[src/rtl/apb_cfg_slave_if.sv]
`default_nettype none
// +----------------------------------------------------------------------+
// | Module   : apb_cfg_slave_if                                          |
// | Brief    : APB bus bundle between an APB master and apb_cfg_slave.   |
// | Revision : 1.0                                                       |
// +----------------------------------------------------------------------+
interface apb_cfg_slave_if #(
    parameter int DATA_WD = 32,
    parameter int ADDR_WD = 16
);
    logic                   PSEL;
    logic                   PENABLE;
    logic                   PWRITE;
    logic [ADDR_WD-1:0]     PADDR;
    logic [DATA_WD-1:0]     PWDATA;
    logic [DATA_WD/8-1:0]   PSTRB;
    logic                   PREADY;
    logic [DATA_WD-1:0]     PRDATA;
    logic                   PSLVERR;

    modport master (
        output PSEL, PENABLE, PWRITE, PADDR, PWDATA, PSTRB,
        input  PREADY, PRDATA, PSLVERR
    );

    modport slave (
        input  PSEL, PENABLE, PWRITE, PADDR, PWDATA, PSTRB,
        output PREADY, PRDATA, PSLVERR
    );
endinterface
`default_nettype wire

[src/rtl/apb_cfg_slave.sv]
`default_nettype none
// +----------------------------------------------------------------------+
// | Module   : apb_cfg_slave                                             |
// | Brief    : APB slave posting writes into a FIFO and forwarding them  |
// |            and ordered reads to the config-space backend.            |
// |            Optional read timeout: define APB_CFG_TIMEOUT_EN.         |
// | Revision : 1.0                                                       |
// +----------------------------------------------------------------------+
module apb_cfg_slave #(
    parameter int DATA_WD     = 32,
    parameter int ADDR_WD     = 16,
    parameter int FIFO_DEPTH  = 4,
    parameter int TIMEOUT_CYC = 255
) (
    input  wire                          PCLK,
    input  wire                          PRESETn,
    apb_cfg_slave_if.slave               apb,
    output logic                         APB_Request,
    input  wire                          APB_Grant,
    output logic [ADDR_WD-1:0]           APB_OADDR,
    output logic [DATA_WD-1:0]           APB_ODATA,
    output logic [DATA_WD/8-1:0]         APB_OSTRB,
    output logic                         APB_OWRITE,
    input  wire                          ConfigSp_ACKAPB,
    input  wire                          ConfigSp_APBValid,
    input  wire  [DATA_WD-1:0]           ConfigSp_DATA,
    input  wire                          ConfigSp_ERR,
    output logic                         WR_ERR,
    output logic [$clog2(FIFO_DEPTH):0]  FIFO_LEVEL
);

    localparam int c_PW = $clog2(FIFO_DEPTH);
    localparam int c_SW = DATA_WD / 8;

    typedef enum logic [1:0] {
        R_IDLE  = 2'd0,
        R_DRAIN = 2'd1,
        R_ISSUE = 2'd2,
        R_DONE  = 2'd3
    } rd_state_t;

    typedef enum logic [1:0] {
        B_IDLE = 2'd0,
        B_REQ  = 2'd1,
        B_ACK  = 2'd2
    } bk_state_t;

    rd_state_t          r_rstate;
    bk_state_t          r_bstate;

    logic [ADDR_WD-1:0] r_fifo_addr [FIFO_DEPTH];
    logic [DATA_WD-1:0] r_fifo_data [FIFO_DEPTH];
    logic [c_SW-1:0]    r_fifo_strb [FIFO_DEPTH];
    logic [c_PW:0]      r_wr_ptr;
    logic [c_PW:0]      r_rd_ptr;

    logic               r_bk_write;
    logic [ADDR_WD-1:0] r_rd_addr;
    logic               r_pready;
    logic               r_pslverr;
    logic [DATA_WD-1:0] r_prdata;
    logic               r_wr_err;

    logic               w_aligned;
    logic               w_empty;
    logic               w_full;
    logic               w_push;
    logic               w_pop;
    logic               w_rd_access;
    logic               w_rd_ack;
    logic               w_err_setup;
    logic               w_grant_cyc;
    logic               w_timeout;

    assign w_aligned   = (apb.PADDR[1:0] == 2'b00);
    assign w_empty     = (r_wr_ptr == r_rd_ptr);
    assign w_full      = (r_wr_ptr[c_PW] != r_rd_ptr[c_PW]) &&
                         (r_wr_ptr[c_PW-1:0] == r_rd_ptr[c_PW-1:0]);
    assign w_push      = apb.PSEL & apb.PENABLE & apb.PWRITE & w_aligned & ~w_full;
    assign w_pop       = (r_bstate == B_ACK) & r_bk_write & ConfigSp_ACKAPB;
    assign w_rd_access = apb.PSEL & apb.PENABLE & ~apb.PWRITE & w_aligned;
    assign w_rd_ack    = (r_bstate == B_ACK) & ~r_bk_write & ConfigSp_ACKAPB;
    // Misalignment is caught in the setup phase so the registered PREADY lands in the first access cycle.
    assign w_err_setup = apb.PSEL & ~apb.PENABLE & ~w_aligned;
    assign w_grant_cyc = (r_bstate == B_REQ) & APB_Grant;

`ifdef APB_CFG_TIMEOUT_EN
    localparam int c_TO_W = $clog2(TIMEOUT_CYC + 1);
    logic [c_TO_W-1:0] r_to_cnt;

    always_ff @(posedge PCLK or negedge PRESETn) begin
        if (!PRESETn) begin
            r_to_cnt <= '0;
        end else if ((r_bstate == B_ACK) && !r_bk_write) begin
            r_to_cnt <= r_to_cnt + 1'b1;
        end else begin
            r_to_cnt <= '0;
        end
    end

    assign w_timeout = (r_bstate == B_ACK) & ~r_bk_write &
                       (r_to_cnt == c_TO_W'(TIMEOUT_CYC - 1));
`else
    // Timeout length has no effect when the timeout logic is not built.
    localparam int c_TIMEOUT_UNUSED = TIMEOUT_CYC;
    assign w_timeout = 1'b0;
`endif

    always_ff @(posedge PCLK) begin
        if (w_push) begin
            r_fifo_addr[r_wr_ptr[c_PW-1:0]] <= apb.PADDR;
            r_fifo_data[r_wr_ptr[c_PW-1:0]] <= apb.PWDATA;
            r_fifo_strb[r_wr_ptr[c_PW-1:0]] <= apb.PSTRB;
        end
    end

    always_ff @(posedge PCLK or negedge PRESETn) begin
        if (!PRESETn) begin
            r_wr_ptr <= '0;
            r_rd_ptr <= '0;
        end else begin
            if (w_push) r_wr_ptr <= r_wr_ptr + 1'b1;
            if (w_pop)  r_rd_ptr <= r_rd_ptr + 1'b1;
        end
    end

    // Backend FSM: buffered writes always win over the pending read.
    always_ff @(posedge PCLK or negedge PRESETn) begin
        if (!PRESETn) begin
            r_bstate   <= B_IDLE;
            r_bk_write <= 1'b0;
            r_wr_err   <= 1'b0;
        end else begin
            r_wr_err <= 1'b0;
            case (r_bstate)
                B_IDLE: begin
                    if (!w_empty || w_push) begin
                        r_bk_write <= 1'b1;
                        r_bstate   <= B_REQ;
                    end else if (r_rstate == R_ISSUE) begin
                        r_bk_write <= 1'b0;
                        r_bstate   <= B_REQ;
                    end
                end
                B_REQ: begin
                    if (APB_Grant) r_bstate <= B_ACK;
                end
                B_ACK: begin
                    if (ConfigSp_ACKAPB) begin
                        r_bstate <= B_IDLE;
                        r_wr_err <= r_bk_write & ConfigSp_ERR;
                    end else if (w_timeout) begin
                        r_bstate <= B_IDLE;
                    end
                end
                default: r_bstate <= B_IDLE;
            endcase
        end
    end

    // Read FSM; also owns the registered APB response for reads and misaligned accesses.
    always_ff @(posedge PCLK or negedge PRESETn) begin
        if (!PRESETn) begin
            r_rstate  <= R_IDLE;
            r_rd_addr <= '0;
            r_pready  <= 1'b0;
            r_pslverr <= 1'b0;
            r_prdata  <= '0;
        end else begin
            r_pready  <= 1'b0;
            r_pslverr <= 1'b0;
            r_prdata  <= '0;
            case (r_rstate)
                R_IDLE: begin
                    if (w_rd_access) begin
                        r_rd_addr <= apb.PADDR;
                        r_rstate  <= R_DRAIN;
                    end else if (w_err_setup) begin
                        r_pready  <= 1'b1;
                        r_pslverr <= 1'b1;
                    end
                end
                R_DRAIN: begin
                    if (w_empty && (r_bstate == B_IDLE)) r_rstate <= R_ISSUE;
                end
                R_ISSUE: begin
                    if (w_rd_ack) begin
                        r_rstate  <= R_DONE;
                        r_pready  <= 1'b1;
                        r_pslverr <= ConfigSp_ERR;
                        r_prdata  <= ConfigSp_APBValid ? ConfigSp_DATA : '0;
                    end else if (w_timeout) begin
                        r_rstate  <= R_DONE;
                        r_pready  <= 1'b1;
                        r_pslverr <= 1'b1;
                    end
                end
                R_DONE: r_rstate <= R_IDLE;
            endcase
        end
    end

    assign apb.PREADY  = w_push | r_pready;
    assign apb.PRDATA  = r_prdata;
    assign apb.PSLVERR = r_pslverr;

    assign APB_Request = (r_bstate == B_REQ);
    assign APB_OWRITE  = w_grant_cyc & r_bk_write;
    assign APB_OADDR   = !w_grant_cyc ? '0 :
                         (r_bk_write ? r_fifo_addr[r_rd_ptr[c_PW-1:0]] : r_rd_addr);
    assign APB_ODATA   = (w_grant_cyc && r_bk_write) ? r_fifo_data[r_rd_ptr[c_PW-1:0]] : '0;
    assign APB_OSTRB   = (w_grant_cyc && r_bk_write) ? r_fifo_strb[r_rd_ptr[c_PW-1:0]] : '0;
    assign WR_ERR      = r_wr_err;
    assign FIFO_LEVEL  = r_wr_ptr - r_rd_ptr;

endmodule
`default_nettype wire
[src/flat_wrapper.sv]
// flat-port wrapper written by rule: the top's interface ports become plain ports
module apb_cfg_slave_flat 
#(
    parameter int DATA_WD     = 32,
    parameter int ADDR_WD     = 16,
    parameter int FIFO_DEPTH  = 4,
    parameter int TIMEOUT_CYC = 255
)
  (PCLK, PRESETn, APB_Request, APB_Grant, APB_OADDR, APB_ODATA, APB_OSTRB, APB_OWRITE, ConfigSp_ACKAPB, ConfigSp_APBValid, ConfigSp_DATA, ConfigSp_ERR, WR_ERR, FIFO_LEVEL, apb_PSEL, apb_PENABLE, apb_PWRITE, apb_PADDR, apb_PWDATA, apb_PSTRB, apb_PREADY, apb_PRDATA, apb_PSLVERR);
  apb_cfg_slave_if #(.DATA_WD(DATA_WD), .ADDR_WD(ADDR_WD)) apb_i ();
  input  wire PCLK;
  input  wire PRESETn;
  output logic APB_Request;
  input  wire APB_Grant;
  output logic [ADDR_WD-1:0] APB_OADDR;
  output logic [DATA_WD-1:0] APB_ODATA;
  output logic [DATA_WD/8-1:0] APB_OSTRB;
  output logic APB_OWRITE;
  input  wire ConfigSp_ACKAPB;
  input  wire ConfigSp_APBValid;
  input  wire  [DATA_WD-1:0] ConfigSp_DATA;
  input  wire ConfigSp_ERR;
  output logic WR_ERR;
  output logic [$clog2(FIFO_DEPTH):0] FIFO_LEVEL;
  input wire logic [$bits(apb_i.PSEL)-1:0] apb_PSEL;
  input wire logic [$bits(apb_i.PENABLE)-1:0] apb_PENABLE;
  input wire logic [$bits(apb_i.PWRITE)-1:0] apb_PWRITE;
  input wire logic [$bits(apb_i.PADDR)-1:0] apb_PADDR;
  input wire logic [$bits(apb_i.PWDATA)-1:0] apb_PWDATA;
  input wire logic [$bits(apb_i.PSTRB)-1:0] apb_PSTRB;
  output wire logic [$bits(apb_i.PREADY)-1:0] apb_PREADY;
  output wire logic [$bits(apb_i.PRDATA)-1:0] apb_PRDATA;
  output wire logic [$bits(apb_i.PSLVERR)-1:0] apb_PSLVERR;
  assign apb_i.PSEL = apb_PSEL;
  assign apb_i.PENABLE = apb_PENABLE;
  assign apb_i.PWRITE = apb_PWRITE;
  assign apb_i.PADDR = apb_PADDR;
  assign apb_i.PWDATA = apb_PWDATA;
  assign apb_i.PSTRB = apb_PSTRB;
  assign apb_PREADY = apb_i.PREADY;
  assign apb_PRDATA = apb_i.PRDATA;
  assign apb_PSLVERR = apb_i.PSLVERR;
  apb_cfg_slave #(.DATA_WD(DATA_WD), .ADDR_WD(ADDR_WD), .FIFO_DEPTH(FIFO_DEPTH), .TIMEOUT_CYC(TIMEOUT_CYC)) u_core (.PCLK(PCLK), .PRESETn(PRESETn), .apb(apb_i), .APB_Request(APB_Request), .APB_Grant(APB_Grant), .APB_OADDR(APB_OADDR), .APB_ODATA(APB_ODATA), .APB_OSTRB(APB_OSTRB), .APB_OWRITE(APB_OWRITE), .ConfigSp_ACKAPB(ConfigSp_ACKAPB), .ConfigSp_APBValid(ConfigSp_APBValid), .ConfigSp_DATA(ConfigSp_DATA), .ConfigSp_ERR(ConfigSp_ERR), .WR_ERR(WR_ERR), .FIFO_LEVEL(FIFO_LEVEL));
endmodule
[config.mk]
export PLATFORM = sky130hd
export DESIGN_NAME = apb_cfg_slave_flat
export DESIGN_NICKNAME = d
export VERILOG_FILES = /design/src/rtl/apb_cfg_slave_if.sv /design/src/rtl/apb_cfg_slave.sv /design/src/flat_wrapper.sv
export SDC_FILE = /design/constraint.sdc
export NUM_CORES = 1
export LEC_CHECK = 0
export CAP_MARGIN = 20
export CORE_ASPECT_RATIO = 1.5
export CORE_MARGIN = 5
export CORE_UTILIZATION = 45
export CTS_CLUSTER_SIZE = 16
export DETAILED_ROUTE_END_ITERATION = 6
export PLACE_DENSITY = 0.7
export SYNTH_ARGS = -nofsm -noshare
export SYNTH_HDL_FRONTEND = slang
export SYNTH_SLANG_ARGS = --single-unit
[constraint.sdc]
create_clock -name PCLK -period 7.6 [get_ports PCLK]
set_input_delay 1.52 -clock PCLK [delete_from_list [all_inputs] [get_ports PCLK]]
set_output_delay 1.52 -clock PCLK [all_outputs]
set_load 0.05 [all_outputs]
# --- Word level (Yosys, flattened, before mapping) ---
# Memory sizes are Yosys's and may differ from the RTL's.
# Index checks and enable logic that the tools add are counted.
totals:
  ff_bits: 62
  ramBits: 208
  inputBits: 93
  output_inout_bits: 92
  wordCells: 92
  n_memories: 3
op_classes:
  add_sub_neg: 3
  eq_ne: 14
  n_mux: 28
  bitwise_logic: 21
  reduce_logical: 13
memory_table:
  columns: ["name", "depth", "word_bits", "read_ports", "rd_ports_with_merged_regs", "wr", "line_no", "source"]
  rows:
  - ["u_core.r_fifo_data", 4, 32, 1, 0, 1, "apb_cfg_slave.sv:52", "logic [DATA_WD-1:0] r_fifo_data [FIFO_DEPTH];"]
  - ["u_core.r_fifo_addr", 4, 16, 1, 0, 1, "apb_cfg_slave.sv:51", "logic [ADDR_WD-1:0] r_fifo_addr [FIFO_DEPTH];"]
  - ["u_core.r_fifo_strb", 4, 4, 1, 0, 1, "apb_cfg_slave.sv:53", "logic [c_SW-1:0] r_fifo_strb [FIFO_DEPTH];"]
op_table:
  columns: ["operator", "count"]
  rows:
  - ["32-bit two-way mux", 4]
  - ["16-bit two-way mux", 2]
  - ["1-bit AND", 15]
  - ["2-bit two-way mux", 7]
  - ["1-bit two-way mux", 10]
  - ["2-bit by 1-bit inequality test with 1-bit output, second input constant", 4]
  - ["2-bit case mux with 4 select lines", 1]
  - ["3-bit by 1-bit adder with 3-bit output, second input constant", 2]
  - ["2-bit equality test, second input constant", 3]
  - ["2-bit logical NOT", 3]
  - ["2-bit case mux with 3 select lines", 1]
  - ["3-bit AND reduction", 2]
  - ["1-bit NOT", 5]
  - ["2-bit by 1-bit equality test with 1-bit output, second input constant", 2]
  - ["4-bit two-way mux", 1]
  - ["1-bit case mux with 2 select lines", 2]
  - ["2-bit AND reduction", 2]
  - ["3-bit equality test", 1]
  - ["1-bit logical AND", 3]
  - ["3-bit by 1-bit inequality test with 1-bit output, second input constant", 1]
  - ["3-bit subtractor", 1]
  - ["2-bit equality test", 1]
  - ["2-bit inequality test, second input constant", 1]
  - ["2-bit nonzero test", 1]
  - ["4 further kinds", 4]

# --- Depth between registers and ports, before layout ---
# Gate-level depths: netlist of the first run.
depth:
  ltp_word: 7
  mapped_depth: 8
  mapped_depth_nobuf: 6

# --- Least setup slack after synthesis of the first run ---
# No wires, ideal clock.
synth_path:
  path_kind: "input -> output"
  from: "input APB_Grant"
  to: "output APB_ODATA[10]"
  arrival_time_ns: 2.618
  t_required_ns: 6.080
  slack_ns: 3.462
  path_stages: 3
  path_buffers: 1
  path_cell_list: "nand3_2 > clkbuf_1 > nor2b_1"
synth_between:
  elab_chain_len: 3
synth_lines:
  columns: ["item", "line_no", "source"]
  rows:
  - ["from (decl)", "flat_wrapper.sv:14", "input wire APB_Grant;"]
  - ["1-bit AND", "apb_cfg_slave.sv:85", "assign w_grant_cyc = (r_bstate == B_REQ) & APB_Grant;"]
  - ["1-bit logical AND", "apb_cfg_slave.sv:211", "assign APB_ODATA = (w_grant_cyc && r_bk_write) ? r_fifo_data[r_rd_ptr[c_PW-1:0]] : '0;"]
  - ["32-bit two-way mux", "apb_cfg_slave.sv:211", null]
  - ["to (decl)", "flat_wrapper.sv:16", "output logic [DATA_WD-1:0] APB_ODATA;"]
# No other way between the ends.

# --- Final worst setup path of the first run ---
layout_path:
  from: "input APB_Grant"
  to: "output APB_ODATA[9]"
# The elaborated chain is that of the path after synthesis.

==> flow_summary.toml, run 1 <==
[status]
outcome = "complete, no violations"

[sta]
grt_setup_unrepaired = "no"
setup_tns_ns = 0
finalHoldWorstSlack_ns = 0.4861
slew_violations = 0
layout_min_cycle_time_ns = 5.416
max_freq_ghz = 0.1846
worst_slack_ns = 2.184
final-hold-violation-count = 0
timing.final.crit_share = 0.7126
setup_viol = 0
slew-limit-headroom = 0.4354
finClkSkew_ns = 0.01226
worst_slew_pin_slew_ns = 0.8470

[logic_synthesis]
ys_seq_elements = 270
yosys-mux-area-fraction = 0.1436
synthTopCellsByArea = "sky130_fd_sc_hd__edfxtp_1 (60%), sky130_fd_sc_hd__dfrtp_1 (15%), sky130_fd_sc_hd__mux4_2 (11%)"
synth_compound_gate_area_share = 0.01075
synth.yosys.warnings = 0
ys_top_cells_by_count = "sky130_fd_sc_hd__edfxtp_1 (208), sky130_fd_sc_hd__dfrtp_1 (62), sky130_fd_sc_hd__mux4_2 (52), sky130_fd_sc_hd__and2_1 (38), sky130_fd_sc_hd__nor2b_1 (38)"
syn-instance-count = 532
synthXorXnorAreaFrac = 0.005735
async_reset_ff_frac = 0.2296
ys_dominant_reg_cell = "sky130_fd_sc_hd__edfxtp_1"
synthesized_net_count = 637
synth_top_cell_by_area = "sky130_fd_sc_hd__edfxtp_1"
synth_fa_ha_area_frac = 0.01505
synth_seq_area_share = 0.7446
synthDistinctLibCells = 41
synth_top_cell_area_share = 0.5964
post_synth_and_or_nand_nor_area_fraction = 0.06643
post_synth_edffs = 208
syn-cell-area_um2 = 10470
combinational_family_with_the_most_area_after_synthesis = "multiplexers"
synthMostInstantiatedCell = "sky130_fd_sc_hd__edfxtp_1"
average_footprint_of_a_synthesized_cell_um2 = 19.69

[routing]
routedWlPerCell_um = 21.26
detailroute.via_count = 5429
detail-route-antenna-nets = 0
detail_route.first_pass.iterations = 4
viasPerCell = 5.286
totalWireLength_um = 21830
drc_errors = 0
first_iteration_detailed_routing_drc_count = 283

[global_route]
grt_antenna_before_repair = 1
grt_first_pass_wirelength_um = 34490
groute.usage.overall = 0.1671
grt_remaining_overflow = 0
grt_pass1_vias = 6305
grt_start_max_net_pins = 63

[clocking]
clock-sinks = 270
tritoncts = "yes"
cts.reportedPaths.clkPinSlew_ns = 0.06
ctsHoldBuffers = 0
cts_max_level = 1
clock_path_buffers = 3
cts-root-buf = "sky130_fd_sc_hd__clkbuf_16"
post_cts.repair.setup_buffers = 0
numCtsBuffers = 25
clk-insertion-delay-late_ns = 0.51
cts_repair_resize_count = 0

[placed_design]
port-buffer-count = 184
numPlacedInstances = 981
place.detailed.hpwl_um = 14180
detailedPlace.worstSlack_ns = 2.110
gp_congestion = 0.7849

[layout]
final-instance-count-excl-fill = 1027
final_layout_size_suffix_gt1_frac = 0.1756
fin_nets = 833
syn_to_final_growth_pct = 27.98
fillCellCount = 1769

[hold_path]
worstHoldPathType = "flip-flop to flip-flop"
hold-path-cell-count = 1

[critical_path]
worst_setup_path_startpoint = "APB_Grant"
r2r_slack_ns = 3.75
cp_data_required_time_ns = 6.08
critical_path_launch_point_type = "input pin"
worstSetupPathType = "input pin to primary output"
crit-reg2reg-launch = "u_core.r_rd_ptr[1]"
worst_ep_arrival_ns = 3.90
worstSetupEndpoint = "APB_ODATA[9]"
critical_path.endpoint_type = "primary output"
rr_endpoint = "u_core.r_fifo_data[0][14]"
r2r.worst_path.cells = 6
crit_fanout = 37

[power_and_ir_drop]
power_density_nw_per_um2 = 325.3
ir_worst_vdd_v = 0.0002097
power.combinational.fraction = 0.316
p_switching_uw = 1389
power_switching_share = 0.3187
power.sequential.fraction = 0.411
internal-power_uw = 2971
static-leakage-power_uw = 0.004848
power.share.clock = 0.273

[die]
fp.coreArea_um2 = 22970
initial_core_util = 0.4559
die_w_um = 134.6
rows = 68
ioPinCount = 185
die_area_um2 = 26490
floorplan.die.height_um = 196.8

[run]
cap_viol_max_count = 0
==> worst max-delay path, cell delays in order <==
cell and delay (ns):
sky130_fd_sc_hd__clkdlybuf4s50_1 0.52, sky130_fd_sc_hd__nand3_2 0.63, sky130_fd_sc_hd__nor2b_1 0.36, sky130_fd_sc_hd__clkdlybuf4s50_1 0.84
==> cells by family after synthesis <==
logic type,after synthesis
DFF,270
and+or+nand+nor,118
muxes,83
buffers and inverters,31
AOI/OAI and AO/OA,12
adders and majority gates,12
xor gates and xnor gates,6
==> area by class of cell <==
class,count,area (um^2),area share
inverter,9,33.78,0.002521
clock inverter,11,81.33,0.006068
clock buffer,34,709.4,0.05293
sequential,270,7802,0.5821
antenna,1,2.502,0.0001867
multi-input combinational,231,2534,0.1890
timing repair buffer,191,1889,0.1410
tap,280,350.3,0.02614
==> routing by layer <==
metal / track usage / wire length (um) / share of wire / up-vias
met4: 0.04906 / 457 / 0.021 / 0
met1: 0.1881 / 8087 / 0.37 / 2794
li1: - / - / - / 2425
met5: 0 / 0 / 0 / -
met2: 0.3062 / 11560 / 0.53 / 177
met3: 0.04928 / 1726 / 0.079 / 33
==> registers in the layout, indices dropped and copies added, names as in the netlist <==
signal	cells
u_core.r_wr_ptr	3
u_core.apb.PSLVERR	1
u_core.apb.PRDATA	32
u_core.r_rstate	2
u_core.r_rd_addr	16
u_core.r_rd_ptr	3
u_core.WR_ERR	1
u_core.r_bstate	2
u_core.r_fifo_data	128
u_core.r_fifo_strb	16
u_core.r_pready	1
u_core.r_fifo_addr	64
u_core.r_bk_write	1
==> worst min path at each step <==
stage                        start             endpoint  slack [ns]
2_1_floorplan  u_core.r_rd_addr[0]  u_core.r_rd_addr[0]        0.45
3_3_place_gp   u_core.r_rd_addr[1]  u_core.r_rd_addr[1]        0.47
3_5_place_dp   u_core.r_rd_addr[1]  u_core.r_rd_addr[1]        0.47
4_1_cts        u_core.r_rd_addr[1]  u_core.r_rd_addr[1]        0.49
5_1_grt        u_core.r_rd_addr[0]  u_core.r_rd_addr[0]        0.51
6_report       u_core.r_rd_addr[0]  u_core.r_rd_addr[0]        0.49
==> per-stage QoR <==
stage | total power (uW) | utilization | cell area [um^2]
after floorplan | 2799 | - | 10470
after global placement | 3201 | 0.5489 | 12610
after detailed placement | 3227 | 0.5489 | 12610
after CTS | 4431 | 0.5833 | 13400
after global routing | 4567 | 0.5834 | 13400
final | 4360 | 0.5834 | 13400
==> placed cells by master, fill, tap and decap left out, types with 2 or more instances in the layout <==
master	instances
sky130_fd_sc_hd__or2_2	2
sky130_fd_sc_hd__xor2_1	3
sky130_fd_sc_hd__clkbuf_16	25
sky130_fd_sc_hd__inv_1	9
sky130_fd_sc_hd__buf_4	7
sky130_fd_sc_hd__mux4_2	52
sky130_fd_sc_hd__xnor2_1	2
sky130_fd_sc_hd__and3_1	2
sky130_fd_sc_hd__clkbuf_8	5
sky130_fd_sc_hd__clkbuf_1	4
sky130_fd_sc_hd__ha_1	11
sky130_fd_sc_hd__and2_2	3
sky130_fd_sc_hd__clkdlybuf4s50_1	183
sky130_fd_sc_hd__mux2_2	14
sky130_fd_sc_hd__o21ai_0	4
sky130_fd_sc_hd__nand2_1	7
sky130_fd_sc_hd__edfxtp_1	208
sky130_fd_sc_hd__mux2i_1	16
sky130_fd_sc_hd__dfrtp_1	60
sky130_fd_sc_hd__clkinv_2	7
sky130_fd_sc_hd__and2_1	35
sky130_fd_sc_hd__nor2_1	22
sky130_fd_sc_hd__nor2b_1	38
==> power by group through the flow <==
stage	sequential, uW	clock, uW	combinational [uW]
after floorplan	1750	0	1050
after global placement	1820	0	1380
after detailed placement	1830	0	1400
after CTS	1800	1230	1410
after global routing	1810	1280	1470
final	1790	1190	1380
(Power assumes the default switching activity.)
==> inputs of run 2 (changes only) <==
- PLACE_DENSITY: 0.7 -> 0.73
- clock period: 7.6 -> 4.5 ns (I/O delays scaled with it)
==> run 2 against run 1 <==
Against the previous run: sequential power increased by 68%; combinational power up 68%; via count is 0.94% lower; utilization about the same; clock skew shrank 0.0029 ns; register-to-register slack lost 2.1 ns; wire length shrank 2.2%; total power rose by 71%; setup slack got worse by 1.7 ns; cell area hardly changed; critical endpoint is now apb_PREADY.
==> flow_summary.toml, run 2 (synthesized netlist as in run 1, its figures left out) <==
[placed_design]
gp_congestion = 0.8154
port-buffer-count = 184
numPlacedInstances = 984
place.detailed.hpwl_um = 14180

[critical_path]
critPathMostFrequentCell = "sky130_fd_sc_hd__clkdlybuf4s50_1"
timing.critical_path.slowest_stage_cell = "sky130_fd_sc_hd__clkdlybuf4s50_1"
cp_data_required_time_ns = 3.60
worstSetupPathType = "input pin to primary output"
cpPeakStageDelay_ns = 0.80
critical_path_launch_point_type = "input pin"
crit_fanout = 8
worst_ep_arrival_ns = 3.13
critical_path.endpoint_type = "primary output"
worstPathCellList = "clkdlybuf4s50_1 > nand4bb_4 > a311oi_4 > or2_2 > clkdlybuf4s50_1"

[routing]
totalWireLength_um = 21340
detail_route.first_pass.iterations = 4
detailroute.via_count = 5378
drc_errors = 0
routedWlPerCell_um = 20.70
detail-route-antenna-nets = 0
first_iteration_detailed_routing_drc_count = 294
viasPerCell = 5.216

[sta]
setup_viol = 0
slew-limit-headroom = 0.4291
finalHoldWorstSlack_ns = 0.4136
finClkSkew_ns = 0.009355
setup_tns_ns = 0
final-hold-violation-count = 0
slew_violations = 0
layout_min_cycle_time_ns = 4.027
grt_setup_unrepaired = "no"
max_freq_ghz = 0.2483
worst_slew_pin_slew_ns = 0.8564
timing.final.crit_share = 0.8949

[layout]
layout_commonest_cell = "sky130_fd_sc_hd__edfxtp_1"
final-seq-area_um2 = 7802
syn_to_final_growth_pct = 28.09
largest_register_ffs = 128
fillCellCount = 1716
final_layout_size_suffix_gt1_frac = 0.2227
fin_nets = 836
final-instance-count-excl-fill = 1031
layout_common_cells = "sky130_fd_sc_hd__edfxtp_1 (208), sky130_fd_sc_hd__clkdlybuf4s50_1 (147), sky130_fd_sc_hd__dfrtp_1 (60), sky130_fd_sc_hd__mux4_2 (52), sky130_fd_sc_hd__buf_4 (43)"
multi_input_logic_area_um2 = 2534

[clocking]
clock-sinks = 270
cts_max_level = 1
clk-insertion-delay-late_ns = 0.51
post_cts.repair.setup_buffers = 0
cts.reportedPaths.clkPinSlew_ns = 0.06
ctsHoldBuffers = 0
numCtsBuffers = 25
tritoncts = "yes"
clock_path_buffers = 3
cts_repair_resize_count = 0
cts-root-buf = "sky130_fd_sc_hd__clkbuf_16"

[die]
floorplan.die.height_um = 196.8
fp.coreArea_um2 = 22970
die_area_um2 = 26490
die_w_um = 134.6
rows = 68
initial_core_util = 0.4559
ioPinCount = 185

[run]
cap_viol_max_count = 0

[global_route]
grt_start_max_net_pins = 54
grt_antenna_before_repair = 1
grt_first_pass_wirelength_um = 33310
grt_remaining_overflow = 0
groute.usage.overall = 0.1615
grt_pass1_vias = 6044

[power_and_ir_drop]
power_density_nw_per_um2 = 555.3
ir_worst_vdd_v = 0.0003473
static-leakage-power_uw = 0.004945

[hold_path]
worstHoldPathType = "input pin to async pin"

[status]
outcome = "complete, no violations"
-- run 2: per-stage QoR --
step	area, um^2	total power [uW]	setup slack, ns	utilization
floorplan	10470	4727	1.137	-
global placement	12580	5392	0.5358	0.5476
detailed placement	12580	5430	0.4877	0.5476
CTS	13410	7556	0.3965	0.5838
global route	13410	7796	0.2864	0.5839
finish	13410	7448	0.4728	0.5839
-- run 2: final cells by class --
type / count / share of cell area
Antenna cell: 1 / 0.0001865
Inverter: 9 / 0.002518
Multi-Input combinational cell: 231 / 0.1889
Sequential cell: 270 / 0.5817
Timing Repair Buffer: 194 / 0.1386
Clock inverter: 18 / 0.01455
Tap cell: 280 / 0.02612
Clock buffer: 28 / 0.04748
-- run 2: worst max-delay path: cells and delay by family --
family	cells	cell delay, ns
buf+inv	2	1.30
simple gates	2	0.50
compound gates	1	0.42
-- run 2: report_power, final --
part / switching, uW / internal, uW
sequential: 182 / 2830
clock: 865 / 1250
combinational: 1310 / 1010
-- run 2: path summary, 6_finish.rpt --
check / endpoint / start / depth (start not counted) / slack (ns)
hold reg to reg: u_core.r_rd_addr[0] / u_core.r_rd_addr[0] / 1 / 0.48
setup / recovery: apb_PREADY / apb_PADDR[0] / 5 / 0.47
hold / removal: u_core.r_rd_addr[7] / PRESETn / 1 / 0.41
min in group PCLK: u_core.r_rd_addr[0] / u_core.r_rd_addr[0] / 1 / 0.48
setup reg to reg: u_core.r_fifo_data[2][31] / u_core.r_rd_ptr[0] / 4 / 1.66
max in group asynchronous: u_core.r_rd_ptr[1] / PRESETn / 2 / 3.13
-- run 2: layer usage --
metal,global-route usage,part of all wire,up-vias,routed length [um]
li1,-,-,2426,-
met5,0,0,-,0
met2,0.3029,0.55,191,11700
met3,0.04341,0.077,22,1653
met4,0.03887,0.013,0,288
met1,0.1821,0.36,2739,7702
